--- src/rtl/sprite_rom_arbiter_if.sv ---
`default_nettype none
// ============================================================================
// Module   : sprite_rom_arbiter_if
// Brief    : Request/grant bus between the figure pipelines, the sprite ROM
//            and the sprite ROM arbiter.
// Revision : 1.0 - initial release
// ============================================================================
interface sprite_rom_arbiter_if #(
    parameter int ADDR_W = 19,
    parameter int DATA_W = 3
);
    logic              req1;
    logic              req2;
    logic [ADDR_W-1:0] addr1;
    logic [ADDR_W-1:0] addr2;
    logic              gnt1;
    logic              gnt2;
    logic [ADDR_W-1:0] rom_addr;
    logic [DATA_W-1:0] rom_data;
    logic [DATA_W-1:0] data1;
    logic [DATA_W-1:0] data2;
    logic              valid1;
    logic              valid2;

    // Arbiter side
    modport slave (
        input  req1, req2, addr1, addr2, rom_data,
        output gnt1, gnt2, rom_addr, data1, data2, valid1, valid2
    );

    // Requester / ROM side
    modport master (
        output req1, req2, addr1, addr2, rom_data,
        input  gnt1, gnt2, rom_addr, data1, data2, valid1, valid2
    );
endinterface
`default_nettype wire

--- src/rtl/sprite_rom_arbiter.sv ---
`default_nettype none
// ============================================================================
// Module   : sprite_rom_arbiter
// Brief    : Round-robin sharing of the sprite ROM read port between the two
//            figure pipelines, with the pixel code steered back to its owner.
// Revision : 1.0 - initial release
// ============================================================================
module sprite_rom_arbiter #(
    parameter int ADDR_W = 19,
    parameter int DATA_W = 3
) (
    input  wire logic              Clk,
    input  wire logic              Reset,
    sprite_rom_arbiter_if.slave    bus
);

    localparam logic c_LAST_1 = 1'b0;
    localparam logic c_LAST_2 = 1'b1;

    logic              r_last;
    logic              w_gnt1;
    logic              w_gnt2;
    logic              r_s1_valid;
    logic              r_s1_id;
    logic [DATA_W-1:0] r_data1;
    logic [DATA_W-1:0] r_data2;
    logic              r_valid1;
    logic              r_valid2;

    // Contention goes to whichever requester was not served last.
    always_comb begin
        w_gnt1 = 1'b0;
        w_gnt2 = 1'b0;
        if (!Reset) begin
            if (bus.req1 && (!bus.req2 || r_last == c_LAST_2)) begin
                w_gnt1 = 1'b1;
            end else if (bus.req2) begin
                w_gnt2 = 1'b1;
            end
        end
    end

    assign bus.gnt1     = w_gnt1;
    assign bus.gnt2     = w_gnt2;
    assign bus.rom_addr = w_gnt1 ? bus.addr1 :
                          w_gnt2 ? bus.addr2 : '0;
    assign bus.data1    = r_data1;
    assign bus.data2    = r_data2;
    assign bus.valid1   = r_valid1;
    assign bus.valid2   = r_valid2;

    // Stage 1 tags the grant; stage 2 lines up with the ROM's registered output.
    always_ff @(posedge Clk) begin
        if (Reset) begin
            r_last     <= c_LAST_2;
            r_s1_valid <= 1'b0;
            r_s1_id    <= 1'b0;
            r_data1    <= '0;
            r_data2    <= '0;
            r_valid1   <= 1'b0;
            r_valid2   <= 1'b0;
        end else begin
            if (w_gnt1 || w_gnt2) begin
                r_last <= w_gnt2 ? c_LAST_2 : c_LAST_1;
            end
            r_s1_valid <= w_gnt1 || w_gnt2;
            r_s1_id    <= w_gnt2;
            r_valid1   <= r_s1_valid && !r_s1_id;
            r_valid2   <= r_s1_valid &&  r_s1_id;
            if (r_s1_valid && !r_s1_id) begin
                r_data1 <= bus.rom_data;
            end
            if (r_s1_valid && r_s1_id) begin
                r_data2 <= bus.rom_data;
            end
        end
    end

endmodule
`default_nettype wire

--- src/flat_wrapper.sv ---
// flat-port wrapper written by rule: the top's interface ports become plain ports
module sprite_rom_arbiter_flat 
#(
    parameter int ADDR_W = 19,
    parameter int DATA_W = 3
)
  (Clk, Reset, bus_req1, bus_req2, bus_addr1, bus_addr2, bus_rom_data, bus_gnt1, bus_gnt2, bus_rom_addr, bus_data1, bus_data2, bus_valid1, bus_valid2);
  sprite_rom_arbiter_if #(.ADDR_W(ADDR_W), .DATA_W(DATA_W)) bus_i ();
  input  wire logic Clk;
  input  wire logic Reset;
  input wire logic [$bits(bus_i.req1)-1:0] bus_req1;
  input wire logic [$bits(bus_i.req2)-1:0] bus_req2;
  input wire logic [$bits(bus_i.addr1)-1:0] bus_addr1;
  input wire logic [$bits(bus_i.addr2)-1:0] bus_addr2;
  input wire logic [$bits(bus_i.rom_data)-1:0] bus_rom_data;
  output wire logic [$bits(bus_i.gnt1)-1:0] bus_gnt1;
  output wire logic [$bits(bus_i.gnt2)-1:0] bus_gnt2;
  output wire logic [$bits(bus_i.rom_addr)-1:0] bus_rom_addr;
  output wire logic [$bits(bus_i.data1)-1:0] bus_data1;
  output wire logic [$bits(bus_i.data2)-1:0] bus_data2;
  output wire logic [$bits(bus_i.valid1)-1:0] bus_valid1;
  output wire logic [$bits(bus_i.valid2)-1:0] bus_valid2;
  assign bus_i.req1 = bus_req1;
  assign bus_i.req2 = bus_req2;
  assign bus_i.addr1 = bus_addr1;
  assign bus_i.addr2 = bus_addr2;
  assign bus_i.rom_data = bus_rom_data;
  assign bus_gnt1 = bus_i.gnt1;
  assign bus_gnt2 = bus_i.gnt2;
  assign bus_rom_addr = bus_i.rom_addr;
  assign bus_data1 = bus_i.data1;
  assign bus_data2 = bus_i.data2;
  assign bus_valid1 = bus_i.valid1;
  assign bus_valid2 = bus_i.valid2;
  sprite_rom_arbiter #(.ADDR_W(ADDR_W), .DATA_W(DATA_W)) u_core (.Clk(Clk), .Reset(Reset), .bus(bus_i));
endmodule
--- config.mk ---
export PLATFORM = sky130hd
export DESIGN_NAME = sprite_rom_arbiter_flat
export DESIGN_NICKNAME = d
export VERILOG_FILES = /design/src/rtl/sprite_rom_arbiter_if.sv /design/src/rtl/sprite_rom_arbiter.sv /design/src/flat_wrapper.sv
export SDC_FILE = /design/constraint.sdc
export NUM_CORES = 1
export LEC_CHECK = 0
export BUFFER_PORTS_ARGS = -buffer_cell sky130_fd_sc_hd__buf_4
export CAP_MARGIN = 20
export CORE_AREA = 2 2 47 49
export CTS_BUF_LIST = sky130_fd_sc_hd__clkbuf_4
export DETAILED_ROUTE_END_ITERATION = 8
export DIE_AREA = 0 0 49 51
export PLACE_DENSITY = 0.83
export REMOVE_ABC_BUFFERS = 1
export SYNTH_ARGS = -nofsm -noshare
export SYNTH_HDL_FRONTEND = slang
export SYNTH_SLANG_ARGS = --single-unit
export TNS_END_PERCENT = 100
--- constraint.sdc ---
create_clock -name Clk -period 2.75 [get_ports Clk]
set_input_delay 0.55 -clock Clk [delete_from_list [all_inputs] [get_ports Clk]]
set_output_delay 0.55 -clock Clk [all_outputs]
set_load 0.02 [all_outputs]
==> impl_metrics.env <==
export IMPL_worst_ir_drop_vdd_v=0.000186
export IMPL_skew_ps=0.883
export IMPL_viasPerCell=5.12
export IMPL_internal_power_mw=0.325
export IMPL_hold_start="u_core.bus.data2[1]$_SDFFE_PP0P_"
export IMPL_finalCritPeriodShare_pct=78.6
export IMPL_grt_met3_usage_pct=1.75
export IMPL_num_vias=942
export IMPL_dpl_instance_area_um2=1230
export IMPL_synth_seq_area_share_pct=30.1
export IMPL_cts_sinks=11
export IMPL_cts_buffers=3
export IMPL_clockPowerShare_pct=24.4
export IMPL_portBuffers=73
export IMPL_die_area_um2=2500
export IMPL_nets=202
export IMPL_hpwlAfterDp_um=1800
export IMPL_cts_tree="done"
export IMPL_powerDensity_nw_per_um2=371
export IMPL_critPathLaunchType="input port"
export IMPL_seqPwrFrac_pct=37.2
export IMPL_grt_usage_pct=19.2
export IMPL_die_w_um=49
export IMPL_hp_class="register to register"
export IMPL_wl_per_cell_um=12.8
export IMPL_cp_required_ps=2200
export IMPL_drtIter0Drc=22
export IMPL_r2r_start="u_core.r_s1_id$_SDFF_PP0_"
export IMPL_grt_pass1_vias=910
export IMPL_drive_above_1_share_pct=50.6
export IMPL_p_sw_mw=0.141
export IMPL_start_util_pct=35.4
export IMPL_wirelength_um=2350
export IMPL_io_pins=74
export IMPL_synth_cells=88
export IMPL_rsz0062_at_grt="false"
export IMPL_rows=17
export IMPL_num_antenna_cells=0
export IMPL_clk_path_buf_depth=2
export IMPL_min_to="u_core.bus.data2[1]$_SDFFE_PP0P_"
export IMPL_pwr_share_comb_pct=38.3
export IMPL_maxSlewHeadroom_pct=65.9
export IMPL_yosysUniqueCellTypes=19
export IMPL_hold_violations=0
export IMPL_insertion_delay_ps=260
export IMPL_p_leak_nw=0.628
export IMPL_cts_repair_resized=0
export IMPL_stdcell_area_um2=1260
export IMPL_cts_setup_buffers=0
export IMPL_arrival_ps=1610
export IMPL_whs_ps=466
export IMPL_place_congestion=0.741
export IMPL_antenna_found_initial=0
export IMPL_r2r_setup_slack_ps=1690
export IMPL_globalRouteOverflowTotal=0
export IMPL_worst_pin_slew_ps=511
export IMPL_drc_errors=0
export IMPL_fmaxAchievable_ghz=0.463
export IMPL_first_pass_iters=4
export IMPL_muxShareOfSynthArea_pct=4.11
export IMPL_crit_type="input port to output port"
export IMPL_synthAdderAreaFrac_pct=0
export IMPL_cts_hold_buffers=0
export IMPL_post_synth_xor_area_fraction_pct=0
export IMPL_period_needed_ps=2160
export IMPL_yosys_area_share_simple_pct=25.9
export IMPL_setup_slack_ps=588
export IMPL_finalSetupTns_ps=0
export IMPL_min_path_cells=2
export IMPL_met2_usage_pct=38.4
export IMPL_die_y_um=51
export IMPL_use_met1_pct=20.9
export IMPL_final_cell_mix="buf_4, nor2_1, a32oi_1"
export IMPL_crit_fanout=23
export IMPL_end_kind="output port"
export IMPL_status="completed"
export IMPL_preCtsSetupSlack_ps=583
export IMPL_setup_viol=0
export IMPL_cts_root_buf="clkbuf_4"
export IMPL_swShare_pct=30.2
export IMPL_ant_nets=0
export IMPL_grt_busiest_layer="met2"
export IMPL_syn_area_um2=731
export IMPL_drv_cap=0
export IMPL_reg2reg_depth=3
export IMPL_drv_slew=0
export IMPL_layout_commonest_cell="buf_4"
export IMPL_synth_top_family_by_area="compound AO/OA/AOI/OAI gates"
export IMPL_grt_pass1_wl_um=3830
export IMPL_synth_compound_area_share_pct=28.1
export IMPL_area_growth_pct=72.1
export IMPL_r2r_end="u_core.bus.data1[0]$_SDFFE_PP0P_"
export IMPL_ys_warn_count=0
export IMPL_clkTransAtPathRegs_ps=60
export IMPL_core_um2=2060
export IMPL_synth_avg_cell_area_um2=8.30
export IMPL_grt_max_degree=33
export IMPL_h_tree_depth=1
export IMPL_ys_seq_elements=11
[cells in the mapped netlist]
| cell | count | area share [%] |
|---|---|---|
| dfxtp_1 | 11 | 30 |
| nand2b_4 | 1 | 1.9 |
| mux2i_1 | 3 | 4.1 |
| nor3b_1 | 1 | 1.0 |
| and3b_1 | 1 | 1.2 |
| nor2_1 | 25 | 13 |
| bufbuf_8 | 1 | 2.6 |
| nand2b_1 | 2 | 1.7 |
| nand2_1 | 6 | 3.1 |
| a21oi_1 | 3 | 2.1 |
| a21boi_4 | 1 | 2.6 |
| clkbuf_1 | 3 | 1.5 |
| buf_6 | 3 | 4.6 |
| buf_4 | 1 | 1.0 |
| nand3_1 | 3 | 2.1 |
| and2b_1 | 2 | 2.1 |
| buf_8 | 1 | 2.1 |
| a32oi_1 | 19 | 23 |
| o21ai_0 | 1 | 0.68 |
[cell families (layout without fill, tap and decap cells)]
kind of cell / count (synthesis) / after routing
compound gates: 24 / 24
buf+inv: 9 / 77
flops: 11 / 11
mux: 3 / 3
simple gates: 41 / 41
[flip-flops by register name (all words and copies together), names as in the netlist]
register and flops:
u_core.bus.data1 3, u_core.bus.data2 3, u_core.bus.valid1 1, u_core.bus.valid2 1, u_core.r_last 1, u_core.r_s1_id 1, u_core.r_s1_valid 1
[power groups by stage]
stage	clock network, mW	logic (mW)	registers [mW]
floorplan	0	0.0708	0.182
global placement	0	0.175	0.176
detailed placement	0	0.179	0.177
CTS	0.118	0.180	0.173
global route	0.125	0.193	0.175
finish	0.114	0.179	0.174
[worst max-delay path, stage by stage]
cell      delay (ps)
buf_4            190
a21boi_4         470
a32oi_1          120
nor2_1           120
buf_4            150
[worst max-delay path by stage]
stage          cells past startpoint          endpoint      from
2_1_floorplan                      3   bus_rom_addr[0]  bus_req2
3_3_place_gp                       5  bus_rom_addr[12]  bus_req1
3_5_place_dp                       5  bus_rom_addr[11]  bus_req1
4_1_cts                            5  bus_rom_addr[11]  bus_req1
5_1_grt                            5   bus_rom_addr[4]  bus_req1
6_report                           5  bus_rom_addr[11]  bus_req1
[layout make-up]
class,instances,area (um2)
Fill cell,190,806
Timing Repair Buffer,73,548
Multi-Input combinational cell,68,424
Sequential cell,11,220
Tap cell,28,35.0
Clock buffer,4,30.0
[per-stage QoR]
stage,cells,utilization [%],power [mW]
final,184,60.9,0.466
after global routing,184,60.9,0.493
after CTS,184,60.9,0.472
after detailed placement,180,59.5,0.357
after global placement,180,59.5,0.351
after floorplan,79,-,0.253
[routing by layer]
| metal | wire length [um] | vias up |
|---|---|---|
| met1 | 929 | 438 |
| met4 | 8 | 0 |
| li1 | - | 464 |
| met2 | 1290 | 38 |
| met5 | 0 | - |
| met3 | 113 | 2 |
Note: power is estimated with default switching activity, not from simulation.
